--- src/rtl/loader_pkg.sv ---
// Shared definitions for the program loader: FSM encoding, image framing
// constants and the word-address helper.
package loader_pkg;

  localparam logic [2:0] ST_IDLE   = 3'd0;
  localparam logic [2:0] ST_HDR_HI = 3'd1;
  localparam logic [2:0] ST_HDR_LO = 3'd2;
  localparam logic [2:0] ST_DATA   = 3'd3;
  localparam logic [2:0] ST_WRITE  = 3'd4;
  localparam logic [2:0] ST_CHK    = 3'd5;
  localparam logic [2:0] ST_DONE   = 3'd6;
  localparam logic [2:0] ST_ERR    = 3'd7;

  localparam int HDR_BYTES      = 2;
  localparam int BYTES_PER_WORD = 4;
  localparam int CSUM_W         = 8;

  // Byte address of word idx; wraps silently in 32 bits.
  function automatic logic [31:0] word_addr(input logic [31:0] base,
                                            input logic [15:0] idx);
    return base + {14'd0, idx, 2'b00};
  endfunction

endpackage

--- src/rtl/word_assembler.sv ---
// Big-endian byte-to-word shift register: the first byte loaded ends up in
// [31:24]; word_full flags the load that completes a word.
module word_assembler
  import loader_pkg::*;
(
  input  logic        clk,
  input  logic        rst_n,
  input  logic        clear,
  input  logic        load,
  input  logic [7:0]  byte_in,
  output logic [31:0] word_next,
  output logic        word_full
);

  logic [31:0] word_q, word_d;
  logic [1:0]  cnt_q, cnt_d;

  always_comb begin
    word_d = word_q;
    cnt_d  = cnt_q;
    if (clear) begin
      word_d = 32'd0;
      cnt_d  = 2'd0;
    end else if (load) begin
      word_d = {word_q[23:0], byte_in};
      cnt_d  = cnt_q + 2'd1;
    end
  end

  assign word_next = word_d;
  assign word_full = load && !clear && (cnt_q == 2'(BYTES_PER_WORD - 1));

  always_ff @(posedge clk) begin
    if (!rst_n) begin
      word_q <= 32'd0;
      cnt_q  <= 2'd0;
    end else begin
      word_q <= word_d;
      cnt_q  <= cnt_d;
    end
  end

endmodule

--- src/rtl/program_loader.sv ---
// Loads a framed program image (count header, big-endian words, checksum)
// from a byte stream into instruction memory while holding the processor.
module program_loader
  import loader_pkg::*;
#(
  parameter logic [31:0] BASE_ADDR = 32'h0000_0000,
  parameter int          MAX_WORDS = 256
) (
  input  logic        Clk,
  input  logic        Rst,
  input  logic        start,
  input  logic [7:0]  byteIn,
  input  logic        byteValid,
  output logic        byteReady,
  output logic        memWrEn,
  output logic [31:0] memWrAddr,
  output logic [31:0] memWrData,
  output logic        cpuHold,
  output logic        done,
  output logic        error,
  output logic [15:0] wordsLoaded,
  output logic [2:0]  state_dbg
);

  localparam logic [16:0] MAX_W = 17'(MAX_WORDS);

  logic [2:0]        state_q, state_d;
  logic [15:0]       count_q, count_d;
  logic [CSUM_W-1:0] sum_q, sum_d;
  logic [15:0]       words_q, words_d;
  logic              wr_en_q, wr_en_d;
  logic [31:0]       wr_addr_q, wr_addr_d;
  logic [31:0]       wr_data_q, wr_data_d;
  logic              done_q, done_d;
  logic              error_q, error_d;

  logic              xfer;
  logic              asm_clear, asm_load, asm_full;
  logic [31:0]       asm_word;
  logic [15:0]       hdr_count;
  logic [CSUM_W-1:0] chk_sum;

  // Valid/ready: a byte moves on a rising edge where byteValid && byteReady.
  // byteReady depends only on state, never on byteValid, so the producer may
  // hold byteValid high for as long as it likes without creating a loop.
  assign byteReady = (state_q == ST_HDR_HI) || (state_q == ST_HDR_LO) ||
                     (state_q == ST_DATA)   || (state_q == ST_CHK);
  assign xfer      = byteValid && byteReady;
  assign hdr_count = {count_q[15:8], byteIn};
  assign chk_sum   = sum_q + byteIn;

  word_assembler u_asm (
    .clk       (Clk),
    .rst_n     (Rst),
    .clear     (asm_clear),
    .load      (asm_load),
    .byte_in   (byteIn),
    .word_next (asm_word),
    .word_full (asm_full)
  );

  always_comb begin
    state_d   = state_q;
    count_d   = count_q;
    sum_d     = sum_q;
    words_d   = words_q;
    wr_en_d   = 1'b0;
    wr_addr_d = wr_addr_q;
    wr_data_d = wr_data_q;
    done_d    = done_q;
    error_d   = error_q;
    asm_clear = 1'b0;
    asm_load  = 1'b0;
    case (state_q)
      ST_IDLE, ST_DONE, ST_ERR: begin
        if (start) begin
          done_d    = 1'b0;
          error_d   = 1'b0;
          words_d   = 16'd0;
          sum_d     = '0;
          count_d   = 16'd0;
          asm_clear = 1'b1;
          state_d   = ST_HDR_HI;
        end
      end
      ST_HDR_HI: begin
        if (xfer) begin
          count_d[15:8] = byteIn;
          state_d       = ST_HDR_LO;
        end
      end
      ST_HDR_LO: begin
        if (xfer) begin
          count_d[7:0] = byteIn;
          if ({1'b0, hdr_count} > MAX_W) begin
            error_d = 1'b1;
            state_d = ST_ERR;
          end else if (hdr_count == 16'd0) begin
            state_d = ST_CHK;
          end else begin
            state_d = ST_DATA;
          end
        end
      end
      ST_DATA: begin
        if (xfer) begin
          asm_load = 1'b1;
          sum_d    = chk_sum;
          // Capture address/data on entry so they are stable through WRITE.
          if (asm_full) begin
            wr_en_d   = 1'b1;
            wr_addr_d = word_addr(BASE_ADDR, words_q);
            wr_data_d = asm_word;
            state_d   = ST_WRITE;
          end
        end
      end
      ST_WRITE: begin
        words_d = words_q + 16'd1;
        state_d = (words_q + 16'd1 == count_q) ? ST_CHK : ST_DATA;
      end
      ST_CHK: begin
        if (xfer) begin
          if (chk_sum == '0) begin
            done_d  = 1'b1;
            state_d = ST_DONE;
          end else begin
            error_d = 1'b1;
            state_d = ST_ERR;
          end
        end
      end
      default: state_d = ST_IDLE;
    endcase
  end

  always_ff @(posedge Clk) begin
    if (!Rst) begin
      state_q   <= ST_IDLE;
      count_q   <= 16'd0;
      sum_q     <= '0;
      words_q   <= 16'd0;
      wr_en_q   <= 1'b0;
      wr_addr_q <= 32'd0;
      wr_data_q <= 32'd0;
      done_q    <= 1'b0;
      error_q   <= 1'b0;
    end else begin
      state_q   <= state_d;
      count_q   <= count_d;
      sum_q     <= sum_d;
      words_q   <= words_d;
      wr_en_q   <= wr_en_d;
      wr_addr_q <= wr_addr_d;
      wr_data_q <= wr_data_d;
      done_q    <= done_d;
      error_q   <= error_d;
    end
  end

  assign memWrEn     = wr_en_q;
  assign memWrAddr   = wr_addr_q;
  assign memWrData   = wr_data_q;
  assign cpuHold     = !((state_q == ST_IDLE) || (state_q == ST_DONE) ||
                         (state_q == ST_ERR));
  assign done        = done_q;
  assign error       = error_q;
  assign wordsLoaded = words_q;
  assign state_dbg   = state_q;

endmodule

--- config.mk ---
export PLATFORM = sky130hd
export DESIGN_NAME = program_loader
export DESIGN_NICKNAME = d
export VERILOG_FILES = /design/src/rtl/loader_pkg.sv /design/src/rtl/word_assembler.sv /design/src/rtl/program_loader.sv
export SDC_FILE = /design/constraint.sdc
export NUM_CORES = 1
export LEC_CHECK = 0
export ABC_AREA = 1
export ABC_CLOCK_PERIOD_IN_PS = 3600
export BUFFER_PORTS_ARGS = -buffer_cell sky130_fd_sc_hd__buf_2
export CORE_ASPECT_RATIO = 0.7
export CORE_UTILIZATION = 60
export CTS_CLUSTER_DIAMETER = 40
export DETAILED_ROUTE_END_ITERATION = 10
export PLACE_DENSITY = 0.83
export SLEW_MARGIN = 20
export SYNTH_ARGS = -nofsm -noshare
export SYNTH_HDL_FRONTEND = slang
export SYNTH_HIERARCHICAL = 1
export SYNTH_SLANG_ARGS = --single-unit
--- constraint.sdc ---
create_clock -name Clk -period 3.6 [get_ports Clk]
set_input_delay 0.72 -clock Clk [delete_from_list [all_inputs] [get_ports Clk]]
set_output_delay 0.72 -clock Clk [all_outputs]
set_load 0.02 [all_outputs]
# Word-level counts from Yosys, hierarchy flattened
# Cells that the tools add are included.
# Widths: inputs -> output; s select.
[word_totals]
ff_bits = 128
ram_bits = 0
elab_cells = 100
memories = 0
latchBits = 0
input_bits = 12
output_inout_bits = 88
mem_bits_ro = 0
[classes]
mux = 35
reduce_logical = 30
magnitude_cmp = 1
n_eq_ne = 18
div = 0
shift = 0
bitwise = 1
mul = 0
addsub = 3
[op_table]
columns = ["cell", "count"]
rows = [
  ["$mux 32", 2],
  ["$pmux 8 s2", 3],
  ["$pmux 16 s2", 1],
  ["$mux 3", 9],
  ["$mux 8", 3],
  ["$pmux 3 s6", 1],
  ["$add 16x1->16 const B", 1],
  ["$eq 16x16->1", 1],
  ["$gt 16x9->1 const B", 1],
  ["$logic_not 16->1", 1],
  ["$mux 16", 1],
  ["$reduce_and 3->1", 5],
  ["$ne 2x2->1 const B", 7],
  ["$mux 1", 13],
  ["$eq 3x3->1 const B", 4],
  ["$reduce_and 6->1", 2],
  ["$reduce_bool 2->1", 5],
  ["$add 8x8->8", 1],
  ["$logic_not 8->1", 1],
  ["$eq 3x2->1 const B", 2],
  ["$logic_or 1x1->1", 5],
  ["$ne 2x1->1 const B", 2],
  ["$reduce_and 4->1", 1],
  ["$eq 3x1->1 const B", 1],
  ["12 further kinds", 15],
]

# Logic depth before layout (Yosys ltp)
# Gate-level depths: netlist (run 1).
[depth]
word_depth = 12
mapped_depth = 16
depth_no_buf = 16

# Modules after synthesis
# Netlist (run 1), hierarchy kept.
[by_module_without_submodules]
columns = ["module", "area_per_inst_um2", "instances", "seq_area_each_um2", "cells_per_inst"]
rows = [
  ["program_loader", 4685.7, 1, 1881.8, 696],
  ["word_assembler", 1923.1, 1, 680.7, 259],
]

# Worst setup path after synthesis (run 1)
# OpenSTA, ideal clock, no wires.
[synth_timing]
path_kind = "in2reg"
from = "input byteIn[0]"
to = "register error_q, in the netlist error"
required_ns = 3.485
n_path_buf = 0
t_arrival_ns = 2.212
path_slack_ns = 1.272
setup_time_ns = 0.115
cell_stages = 11
cell_sequence = "ha_1 fa_1 nand3_1 nand2_1 nand2_1 nand2_1 a21oi_1 xor2_1 nand4_1 a31oi_1 nor2_1"
[synth_between]
elab_chain_cells = 4
word_cells_on_any_way = 6
classes_between = "1 x add/sub; 1 x order compare; 2 x eq/ne; 2 x reduce/logical"
[synth_rtl]
columns = ["item", "line_no", "rtl"]
rows = [
  ["start: declaration", "program_loader.sv:12", "input logic [7:0] byteIn,"],
  ["$add 8x8->8", "program_loader.sv:50", "assign chk_sum = sum_q + byteIn;"],
  ["$logic_not 8->1", "program_loader.sv:124", "if (chk_sum == '0) begin"],
  ["$ne 2x2->1 (no source line)", "--", ""],
  ["$reduce_and 6->1 (no source line) *", "--", ""],
  ["end signal: assignment", "program_loader.sv:157", "error_q <= error_d;"],
  ["end: declaration", "program_loader.sv:35", "logic error_q, error_d;"],
]
# Every way passes the cells marked *; elsewhere a longest branch is shown, timed or not.
# A chain may end at the register's enable or synchronous reset.

# Final worst setup path (run 1)
[layout_timing]
from = "register state_q[1], in the netlist state_dbg[1]"
to = "register wr_addr_q[2], in the netlist memWrAddr[2]"
[layout_between]
elab_chain_cells = 10
word_cells_on_any_way = 19
classes_between = "6 x eq/ne; 3 x mux; 10 x reduce/logical"
[layout_rtl]
columns = ["item", "line_no", "rtl"]
rows = [
  ["start: declaration", "program_loader.sv:27", "logic [2:0] state_q, state_d;"],
  ["start signal: assignment", "program_loader.sv:149", "state_q <= state_d;"],
  ["$eq 3x1->1 / $eq 3x2->1 (equally long branches)", "program_loader.sv:46", "assign byteReady = (state_q == ST_HDR_HI) || (state_q == ST_HDR_LO) ||"],
  ["$logic_or 1x1->1 (2 in series)", "program_loader.sv:46", ""],
  ["$logic_or 1x1->1", "program_loader.sv:47", "(state_q == ST_DATA) || (state_q == ST_CHK);"],
  ["$logic_and 1x1->1", "program_loader.sv:48", "assign xfer = byteValid && byteReady;"],
  ["$mux 1", "program_loader.sv:106", "if (xfer) begin"],
  ["$mux 1 *", "program_loader.sv:74", "case (state_q)"],
  ["named net asm_load", "program_loader.sv:38", "logic asm_clear, asm_load, asm_full;"],
  ["$logic_and 1x1->1 * (2 in series)", "word_assembler.sv:31", "assign word_full = load && !clear && (cnt_q == 2'(BYTES_PER_WORD - 1));"],
  ["named net asm_full", "program_loader.sv:38", ""],
  ["$reduce_and 3->1 (no source line) *", "--", ""],
  ["end signal: assignment", "program_loader.sv:154", "wr_addr_q <= wr_addr_d;"],
  ["end: declaration", "program_loader.sv:32", "logic [31:0] wr_addr_q, wr_addr_d;"],
]
# Mark *: on every way through the listed nets, which the timed path passes. The rest lies on a longest branch.

==> metrics.md, run 1 <==
| Metric | Value |
|---|---|
| Outcome | `finished, final reports clean` |
| Final Skew | `0.00803 ns` |
| Max Slew Vio Count | `0` |
| Slowest-stage cell, CP | `dfxtp_1` |
| MaxCap Viol Count | `0` |
| Post-synth ARST share | `0%` |
| Post-CTS Resized | `0` |
| Setup TNS Final | `0 ns` |
| Worst EP required | `3.94 ns` |
| Cts bufs inserted | `17` |
| WHS Path Cells | `2` |
| Final net count | `1051` |
| Final Hold Fails | `0` |
| Die W | `127 um` |
| Max VDD drop | `0.000601 V` |
| Drt pass-1 iters | `5` |
| Comb pwr share | `22.1%` |
| DRT Wirelength | `16.4 mm` |
| Top cells by area, synth | `dfxtp_1 39%, nand2_1 13%, inv_1 6.9%` |
| Root buffer cell | `clkbuf_16` |
| Die ar. | `0.0114 mm2` |
| Post-synthesis cell type count | `36` |
| Diode count | `0` |
| Final Wtd Congestion | `0.973` |
| Chip height | `89.8 um` |
| Antenna violations before repair | `0` |
| Yosys Warn Count | `6` |
| Most common cell in the netlist | `nand2_1` |
| H-tree depth | `4` |
| Worst-margin pin slew | `0.849 ns` |
| Synth cell count leaders | `224 x nand2_1, 128 x dfxtp_1, 122 x inv_1` |
| CP Capture Type | `flop` |
| Number of vias per cell | `5.26` |
| Wire per inst | `13.9 um` |
| Internal power | `0.00289 W` |
| Layout area overhead | `15.3%` |
| Synth Flop Type | `dfxtp_1` |
| Clock tree buffer depth | `2` |
| Postcts setup bufs | `0` |
| Rel. slew slack | `43.3%` |
| Critical path, cell by cell | `nand2_1, nor2_1, inv_2, nor2_4, nand2_1, nor2_1, nand2_2, inv_2, buf_12, o21ai_0, a21oi_1` |
| Worst hold path class | `flop to flop` |
| Sink Count | `128` |
| RSZ-0062 raised after global routing | `no` |
| CP Class | `flop to flop` |
| Switching part of the total power | `31.6%` |
| Critical path arrival | `2.88 ns` |
| Tot GR Track Use | `29.2%` |
| Syn_area_per_cell | `6.92 um2` |
| Share of the synthesized area in the top cell type | `38.8%` |
| # fillers | `843` |
| Dpl hpwl | `11.2 mm` |
| Power Total | `0.00423 W` |
| Final period util | `70.7%` |
| Post-synthesis cell count | `955` |
| Crit path largest cell delay | `0.41 ns` |
| Hold-fix buffers at CTS | `0` |
| Layout cells sized above 1 | `21.2%` |
| EDFF count, synth | `0` |
| Clock transition at path regs | `0.05 ns` |
| Crit path time final | `2.55 ns` |
| Sequential share of the synthesized area | `38.8%` |
| Worst skew pair latency | `0.42 ns` |
| Top-level I/O count | `100` |
| Core area | `0.0105 mm2` |
| Storage cell area | `0.00256 mm2` |
| Drt first-iter violations | `670` |
| Multi-input logic area | `0.00331 mm2` |
| Vias | `6248` |
| Reg2Reg Depth | `11` |
| Worst Setup Start Kind | `flop` |
| Pwr dens | `555 mW/mm2` |
| Finish-stage setup viols | `0` |
| Drt drc | `0` |
| Number of global-route vias before repair | `5392` |
| Grt ovf | `0` |
| CTS tree | `built` |
| Largest area contributor in the netlist | `dfxtp_1` |
| Largest net degree at the start of global routing | `48` |
| Yosys reg bits | `128` |
| Fmax | `393 MHz` |
| Port Buffers | `83` |
| Rows | `31` |
| Part of the power in the clock network | `41.7%` |
| Utilization after layout | `72.5%` |
| CP Max Fanout | `43` |
| Switch Pwr | `0.00134 W` |
| Leak Pwr | `3.65 nW` |
| Global-route wire length before repair | `26.5 mm` |
| Starting Density | `62.9%` |
| Cell Area, Synth | `0.00661 mm2` |
| ANT nets after route | `0` |
| Flop pwr share | `36.2%` |
==> state kept, by name, indices dropped and copies added, names as in the netlist <==
| signal | count |
|---|---|
| u_asm/word_q | 32 |
| error | 1 |
| state_dbg | 3 |
| done | 1 |
| count_q | 16 |
| memWrAddr | 16 |
| wordsLoaded | 16 |
| u_asm/cnt_q | 2 |
| memWrEn | 1 |
| memWrData | 32 |
| sum_q | 8 |
==> through the flow <==
step                      worst slack, ns  instance area, um2  cells  hold WS, ns
final                                1.05                7620   1187        0.469
after global routing                0.790                7620   1187        0.484
after CTS                            1.09                7620   1187        0.470
after detailed placement            0.958                7020   1158        0.463
after global placement               1.03                7020   1158        0.456
after floorplan                      1.27                6670    970        0.440
==> power by group through the flow <==
stage               Combinational [W]  Clock, W  Sequential, W
floorplan                    0.000696         0        0.00157
global placement             0.000891         0        0.00155
detailed placement           0.000899         0        0.00156
CTS                          0.000919   0.00177        0.00153
global route                  0.00102   0.00183        0.00153
finish                       0.000936   0.00176        0.00153
==> per-layer routing <==
layer  routed length (um)  global-route usage, %
met5                    0                      0
met3                 1720                   6.37
met4                  211                   7.14
met2                 6540                   40.3
met1                 7980                   45.3
==> layout make-up <==
cell class,instances,share of cell area (%)
Timing Repair Buffer,90,6.30
Sequential cell,128,33.6
Clock inverter,6,1.38
Clock buffer,23,6.53
Multi-Input combinational cell,665,43.5
Tap cell,148,2.43
Inverter,127,6.29
==> cell usage in the layout (no fill, tap or decap), types with 5 or more instances in the layout <==
cell,Yosys,routed
dfxtp_1,128,128
nor3_1,5,5
nor2_1,116,116
clkbuf_16,0,17
nand3_2,30,30
nor2_2,32,32
o21ai_0,52,52
nand3_1,46,46
nand4_1,11,11
a21oi_1,63,63
xor2_1,5,5
nand2_1,224,224
buf_2,14,83
clkbuf_8,0,5
conb_1,1,16
ha_1,9,9
nand3b_1,7,7
buf_4,18,6
inv_1,122,122
nand2_2,31,31
==> kinds of logic (layout without fill, tap and decap cells) <==
group / after synthesis / count (layout) / share of synthesized area [%]
xor+xnor: 10 / 10 / 1.53
fa+ha+maj: 10 / 10 / 2.01
buf+inv: 177 / 246 / 12.0
simple gates: 507 / 507 / 36.2
compound gates: 122 / 122 / 9.45
other cells: 1 / 16 / 0.0567
flops: 128 / 128 / 38.8
==> critical path: cells and delay by family (launching register included) <==
kind | cells | cell delay [ns]
simple gates | 6 | 1.08
buf+inv | 3 | 0.65
flops | 1 | 0.41
compound gates | 2 | 0.32
==> path summary, 6_finish.rpt <==
| path | from | end | slack, ns |
|---|---|---|---|
| hold / removal | u_asm/cnt_q[1]$_SDFFE_PP0P_ | u_asm/cnt_q[1]$_SDFFE_PP0P_ | 0.47 |
| setup reg to reg | state_dbg[1]$_SDFFE_PN0P_ | memWrAddr[2]$_SDFFE_PN0P_ | 1.05 |
| hold reg to reg | u_asm/cnt_q[1]$_SDFFE_PP0P_ | u_asm/cnt_q[1]$_SDFFE_PP0P_ | 0.47 |
| setup / recovery | state_dbg[1]$_SDFFE_PN0P_ | memWrAddr[2]$_SDFFE_PN0P_ | 1.05 |
Note: power is estimated with default switching activity, not from simulation.
==> run 2: changes to the inputs <==
--- a/config.mk
+++ b/config.mk
@@ -6,13 +6,13 @@
 export NUM_CORES = 1
 export LEC_CHECK = 0
 export ABC_AREA = 1
-export ABC_CLOCK_PERIOD_IN_PS = 3600
+export ABC_CLOCK_PERIOD_IN_PS = 2550
 export BUFFER_PORTS_ARGS = -buffer_cell sky130_fd_sc_hd__buf_2
 export CORE_ASPECT_RATIO = 0.7
-export CORE_UTILIZATION = 60
+export CORE_UTILIZATION = 57
 export CTS_CLUSTER_DIAMETER = 40
 export DETAILED_ROUTE_END_ITERATION = 10
-export PLACE_DENSITY = 0.83
+export PLACE_DENSITY = 0.8
 export SLEW_MARGIN = 20
 export SYNTH_ARGS = -nofsm -noshare
 export SYNTH_HDL_FRONTEND = slang
==> constraint.sdc (replaced) <==
create_clock -name Clk -period 2.55 [get_ports Clk]
set_input_delay 0.51 -clock Clk [delete_from_list [all_inputs] [get_ports Clk]]
set_output_delay 0.51 -clock Clk [all_outputs]
set_load 0.02 [all_outputs]
==> run 2 against run 1 <==
  * Sequential share of layout area decreased by 0.066 points
  * Combinational power grew 43%
  * Critical path type unchanged
  * Wire length shrank 2.5%
  * Largest cell class unchanged
  * Power increased by 37%
  * Clock power rose by 31%
  * Utilization is 3.9 points lower
  * Register-to-register slack got worse by 0.72 ns
  * Flip-flop and latch count unchanged
  * Largest power group unchanged
  * Non-clock buffer count rose by 4
  * Critical path depth is the same
==> metrics.md, run 2 (synthesis results as in run 1) <==
| Metric | Value |
|---|---|
| Rel. slew slack | `61.5% (+18 points)` |
| ANT nets after route | `0 (unchanged)` |
| Starting Density | `59.4% (-3.5 points)` |
| Critical path arrival | `2.56 ns (-0.32 ns)` |
| Slowest-stage cell, CP | `dfxtp_1` |
| Post-CTS Resized | `0 (unchanged)` |
| Layout area overhead | `15.6%` |
| Clock tree buffer depth | `2 (unchanged)` |
| Hold-fix buffers at CTS | `0 (unchanged)` |
| MaxCap Viol Count | `0 (unchanged)` |
| Dpl hpwl | `11.4 mm (+1.5%)` |
| Sink Count | `128 (unchanged)` |
| Max VDD drop | `0.000708 V (+18%)` |
| Fmax | `452 MHz (+15%)` |
| Largest net degree at the start of global routing | `63 (+31%)` |
| Rows | `32 (+3.2%)` |
| Grt ovf | `0 (unchanged)` |
| Tot GR Track Use | `27.9% (-1.3 points)` |
| Drt first-iter violations | `656 (-2.1%)` |
| Top-level I/O count | `100 (unchanged)` |
| Diode count | `0 (unchanged)` |
| Crit path largest cell delay | `0.43 ns (+0.02 ns)` |
| Crit path time final | `2.21 ns (-0.333 ns)` |
| CTS tree | `built` |
| Port Buffers | `83 (unchanged)` |
| Worst Setup Start Kind | `flop` |
| Global-route wire length before repair | `25.9 mm (-2.1%)` |
| Utilization after layout | `68.6% (-3.9 points)` |
| Pwr dens | `759 mW/mm2 (+37%)` |
| Worst hold path class | `primary input to flop` |
| Outcome | `finished, final reports clean` |
| Vias | `6089 (-2.5%)` |
| Drt drc | `0 (unchanged)` |
| Layout cells sized above 1 | `21.4% (+0.24 points)` |
| RSZ-0062 raised after global routing | `no` |
| Die ar. | `0.0120 mm2 (+5.2%)` |
| Leak Pwr | `3.65 nW (-0.19%)` |
| Reg2Reg Depth | `11 (unchanged)` |
| Cts bufs inserted | `17 (unchanged)` |
| Root buffer cell | `clkbuf_16` |
| Postcts setup bufs | `0 (unchanged)` |
| Drt pass-1 iters | `7 (+2)` |
| Final period util | `86.8% (+16 points)` |
| CP Max Fanout | `62 (+44%)` |
| Final Wtd Congestion | `0.937 (-3.7%)` |
| Most frequent cells in the layout | `224 x nand2_1, 128 x dfxtp_1, 122 x inv_1` |
| H-tree depth | `4 (unchanged)` |
| Max Slew Vio Count | `0 (unchanged)` |
| DRT Wirelength | `16.0 mm (-2.5%)` |
| Wire per inst | `13.4 um (-3.4%)` |
| Power Total | `0.00580 W (+37%)` |
| Finish-stage setup viols | `0 (unchanged)` |
| Final net count | `1055 (+0.38%)` |
| Worst EP required | `2.89 ns (-1.05 ns)` |
| CP Capture Type | `flop` |
| WHS Path Cells | `3 (+1)` |
| Chip height | `92.1 um (+2.5%)` |
| Worst-margin pin slew | `0.575 ns (-0.274 ns)` |
| Core area | `0.0111 mm2 (+5.9%)` |
| Critical path, cell by cell | `nand2_1, nor2_1, inv_2, nor2_4, nand2_1, nor2_1, nand2_2, inv_2, buf_12, o21ai_0, a21oi_1` |
| Setup TNS Final | `0 ns (unchanged)` |
| Final Skew | `0.00771 ns (-0.000313 ns)` |
| Clock transition at path regs | `0.06 ns (about the same)` |
| Antenna violations before repair | `0 (unchanged)` |
| Die W | `131 um (+2.6%)` |
| Number of vias per cell | `5.08 (-3.5%)` |
| Final Hold Fails | `0 (unchanged)` |
| Number of global-route vias before repair | `5238 (-2.9%)` |
| Worst skew pair latency | `0.42 ns (about the same)` |
| CP Class | `flop to flop` |
| Commonest non-fill, non-tap cell in the layout | `nand2_1` |
-- run 2: worst paths after layout --
path                                           startpoint  slack (ns)                        end
worst max-delay path            state_dbg[1]$_SDFFE_PN0P_        0.34  memWrAddr[5]$_SDFFE_PN0P_
worst min-delay path                            byteIn[5]        0.40    count_q[5]$_SDFFE_PN0P_
worst max register to register  state_dbg[1]$_SDFFE_PN0P_        0.34  memWrAddr[5]$_SDFFE_PN0P_
worst min register to register      sum_q[0]$_SDFFE_PN0P_        0.47      sum_q[0]$_SDFFE_PN0P_
-- run 2: metrics by stage --
step	cells	worst slack [ns]	hold slack, ns	cell area (um2)
floorplan	970	0.418	0.440	6670
global placement	1167	0.183	0.458	7080
detailed placement	1167	0.0650	0.463	7080
CTS	1199	0.349	0.388	7640
global route	1199	0.120	0.399	7640
finish	1199	0.336	0.403	7640
-- run 2: where the power goes --
part / internal [W] / leakage, nW / total [W] / switching [W]
clock: 0.00143 / 0.267 / 0.00230 / 0.000872
sequential: 0.00209 / 1.03 / 0.00216 / 0.0000687
combinational: 0.000390 / 2.35 / 0.00134 / 0.000948
total: 0.00391 / 3.65 / 0.00580 / 0.00189
-- run 2: final cells by class --
class	instances	area [um2]
timing repair buffer	94	536
tap	153	191
sequential	128	2560
clock inverter	11	116
clock buffer	21	440
multi-input combinational	665	3310
inverter	127	479
fill	965	3490
-- run 2: layer usage --
layer	routed length (um)	GRT usage, %	vias up
met5	0	0	-
met4	187	9.39	0
met3	1340	7.18	15
met2	6290	36.7	242
met1	8220	42.8	2717
li1	-	-	3115
-- run 2: critical path, delay by kind of cell (launching register included) --
family / cells / cell delay (ns)
simple gates: 6 / 1.01
compound gates: 2 / 0.27
buf+inv: 3 / 0.38
flops: 1 / 0.43
==> run 3: changes to the inputs <==
--- a/config.mk
+++ b/config.mk
@@ -6,13 +6,13 @@
 export NUM_CORES = 1
 export LEC_CHECK = 0
 export ABC_AREA = 1
-export ABC_CLOCK_PERIOD_IN_PS = 2550
+export ABC_CLOCK_PERIOD_IN_PS = 1800
 export BUFFER_PORTS_ARGS = -buffer_cell sky130_fd_sc_hd__buf_2
 export CORE_ASPECT_RATIO = 0.7
-export CORE_UTILIZATION = 57
+export CORE_UTILIZATION = 52
 export CTS_CLUSTER_DIAMETER = 40
 export DETAILED_ROUTE_END_ITERATION = 10
-export PLACE_DENSITY = 0.8
+export PLACE_DENSITY = 0.77
 export SLEW_MARGIN = 20
 export SYNTH_ARGS = -nofsm -noshare
 export SYNTH_HDL_FRONTEND = slang
==> constraint.sdc (replaced) <==
create_clock -name Clk -period 1.8 [get_ports Clk]
set_input_delay 0.36 -clock Clk [delete_from_list [all_inputs] [get_ports Clk]]
set_output_delay 0.36 -clock Clk [all_outputs]
set_load 0.02 [all_outputs]
==> run 3 against run 2 <==
  * The run now ends with setup timing left
  * Wire length rose by 16%
  * Global-route usage rose by 0.58 points
  * First-iteration DRC count fell by 14%
  * Sequential power rose by 43%
  * Sequential share of layout area fell by 4.3 points
  * Utilization rose by 2.6 points
  * Flip-flop and latch count did not move
  * Critical path type unchanged
  * Critical endpoint is now state_dbg[1]$_SDFFE_PN0P_
==> metrics.md, run 3 (synthesis results as in run 1) <==
| Metric | Value |
|---|---|
| ANT nets after route | `0 (unchanged)` |
| CP Depth | `15 (+4)` |
| Crit path largest cell delay | `0.36 ns (-0.07 ns)` |
| Die W | `137 um (+4.6%)` |
| Clock transition at path regs | `0.06 ns (about the same)` |
| Root buffer cell | `clkbuf_16` |
| Worst Setup Start Kind | `flop` |
| Critical path arrival | `2.25 ns (-0.31 ns)` |
| Reg2Reg Depth | `15 (+4)` |
| Final Skew | `0.00705 ns (-0.000662 ns)` |
| Top-level I/O count | `100 (unchanged)` |
| Wire per inst | `14.2 um (+6.1%)` |
| Pwr dens | `1020 mW/mm2 (+35%)` |
| Commonest non-fill, non-tap cell in the layout | `nand2_1` |
| Layout cells sized above 1 | `34.0% (+13 points)` |
| RSZ-0062 raised after global routing | `yes` |
| # fillers | `959 (-0.62%)` |
| Final WS setup | `-0.156 ns (-0.492 ns)` |
| Starting Density | `53.2% (-6.2 points)` |
| MaxCap Viol Count | `0 (unchanged)` |
| Antenna violations before repair | `0 (unchanged)` |
| Final net count | `1160 (+10%)` |
| WHS Path Cells | `3 (unchanged)` |
| Die ar. | `0.0132 mm2 (+9.4%)` |
| DRT Wirelength | `18.6 mm (+16%)` |
| Most frequent CP cell | `nand2_1` |
| Drt first-iter violations | `564 (-14%)` |
| Core area | `0.0124 mm2 (+12%)` |
| Fmax | `511 MHz (+13%)` |
| Final Hold Fails | `0 (unchanged)` |
| Final period util | `109% (+22 points)` |
| Clock tree buffer depth | `2 (unchanged)` |
| Cts bufs inserted | `17 (unchanged)` |
| CTS tree | `built` |
| Port Buffers | `83 (unchanged)` |
| CP top delay family | `simple AND/OR/NAND/NOR gates` |
| Slowest-stage cell, CP | `dfxtp_4` |
| Leak Pwr | `4.31 nW (+18%)` |
| Largest net degree at the start of global routing | `43 (-32%)` |
| Number of global-route vias before repair | `5782 (+10%)` |
| H-tree depth | `4 (unchanged)` |
| Worst skew pair latency | `0.42 ns (about the same)` |
| Max Slew Vio Count | `0 (unchanged)` |
| Number of vias per cell | `5.10 (+0.45%)` |
| Final Wtd Congestion | `0.933 (-0.43%)` |
| Worst hold margin | `0.265 ns (-0.138 ns)` |
| Finish-stage setup viols | `7 (+7)` |
| Grt ovf | `0 (unchanged)` |
| Worst EP required | `2.10 ns (-0.79 ns)` |
| Vias | `6698 (+10%)` |
| Crit path time final | `1.96 ns (-0.258 ns)` |
| Worst path buffer plus inverter count | `3 (unchanged)` |
| CP Max Fanout | `5 (-92%)` |
| Most frequent cells in the layout | `207 x nand2_1, 117 x dfxtp_1, 113 x inv_1` |
| Layout area overhead | `33.9%` |
| Failing checks | `setup timing` |
| Sink Count | `128 (unchanged)` |
| Outcome | `finished with violations` |
| Global-route wire length before repair | `28.6 mm (+10%)` |
| Drt pass-1 iters | `5 (-2)` |
| CP Class | `flop to flop` |
| Diode count | `0 (unchanged)` |
| Critical path, cell by cell | `buf_6, inv_4, nor2_4, buf_6, nand4_1, nand2_2, nand2_1, nand2_1, nand2_1, nor2_1, nand3_1, nand2_1, nand2_1, nand2_1, a21oi_2` |
| Pre-CTS setup slack | `-0.356 ns (-0.421 ns)` |
| Dpl hpwl | `12.6 mm (+11%)` |
| Max VDD drop | `0.00110 V (+56%)` |
| Worst hold path class | `primary input to flop` |
| Drt drc | `0 (unchanged)` |
| CP Capture Type | `flop` |
| Chip height | `96.3 um (+4.6%)` |
| Rows | `34 (+6.3%)` |
| Tot GR Track Use | `28.4% (+0.58 points)` |
==> run 3: changes by cell type in the layout (fill, tap and decap cells not counted), moves of 9 or more <==
cell	previous run	this run
inv_1	122	113
o21ai_1	2	33
buf_6	0	10
o21ai_0	52	20
nand2_1	224	207
nand2_2	31	43
buf_4	8	98
dfxtp_1	128	117
==> run 3: final timing paths <==
path,startpoint,end,slack [ns]
min reg2reg,sum_q[5]$_SDFFE_PN0P_,sum_q[5]$_SDFFE_PN0P_,0.47
max reg2reg,wordsLoaded[0]$_SDFFE_PN0P_,state_dbg[1]$_SDFFE_PN0P_,-0.16
min,Rst,memWrData[10]$_SDFFE_PN0P_,0.27
max,wordsLoaded[0]$_SDFFE_PN0P_,state_dbg[1]$_SDFFE_PN0P_,-0.16
==> run 3: power breakdown <==
group          internal [W]  total, W  switching [W]
sequential          0.00297   0.00308       0.000114
clock               0.00212   0.00343        0.00131
combinational      0.000982   0.00254        0.00156
==> run 3: timing repair <==
| action | 4_1_cts | 5_1_grt |
|---|---|---|
| endpoints found under the setup margin | 70 | 61 |
| buffers inserted | 9 | 5 |
| gates cloned | 0 | 1 |
| hold buffers | 0 | 0 |
| pin swaps | 28 | 17 |
| resized for setup | 51 | 37 |
==> run 3: area by class of cell <==
type	count	area [um2]	area share, %
flip-flops and latches	128	2590	29.3
clock inverters	12	134	1.51
repair buffers	199	1440	16.3
clock buffers	20	457	5.16
inverters	127	507	5.73
multi-input cells	665	3520	39.8
well taps	162	203	2.29
==> run 3: metrics by stage <==
stage	utilization, %	setup TNS [ns]	power (W)	instance area [um2]	cells
after CTS	70.1	-0.400	0.00895	8700	1307
after floorplan	-	-3.93	0.00459	6780	970
after detailed placement	63.5	-5.48	0.00539	7890	1266
final	71.2	-0.617	0.00906	8850	1313
after global routing	71.2	-1.56	0.00945	8850	1313
after global placement	63.5	-5.43	0.00537	7890	1266
==> run 3: routing by layer <==
layer	track usage, %	part of all wire (%)	routed length [um]	vias up
li1	-	-	-	3336
met1	40.5	47	8850	3045
met2	41.7	42	7840	283
met3	6.95	9.0	1680	34
met4	8.98	1.4	262	0
met5	0	0	0	-
==> run 3: worst min-delay path, delay by kind of cell <==
| family | cells | cell delay (ns) |
|---|---|---|
| buffers and inverters | 1 | 0.16 |
| AO/OA/AOI/OAI | 1 | 0.09 |
| AND/OR/NAND/NOR | 1 | 0.04 |
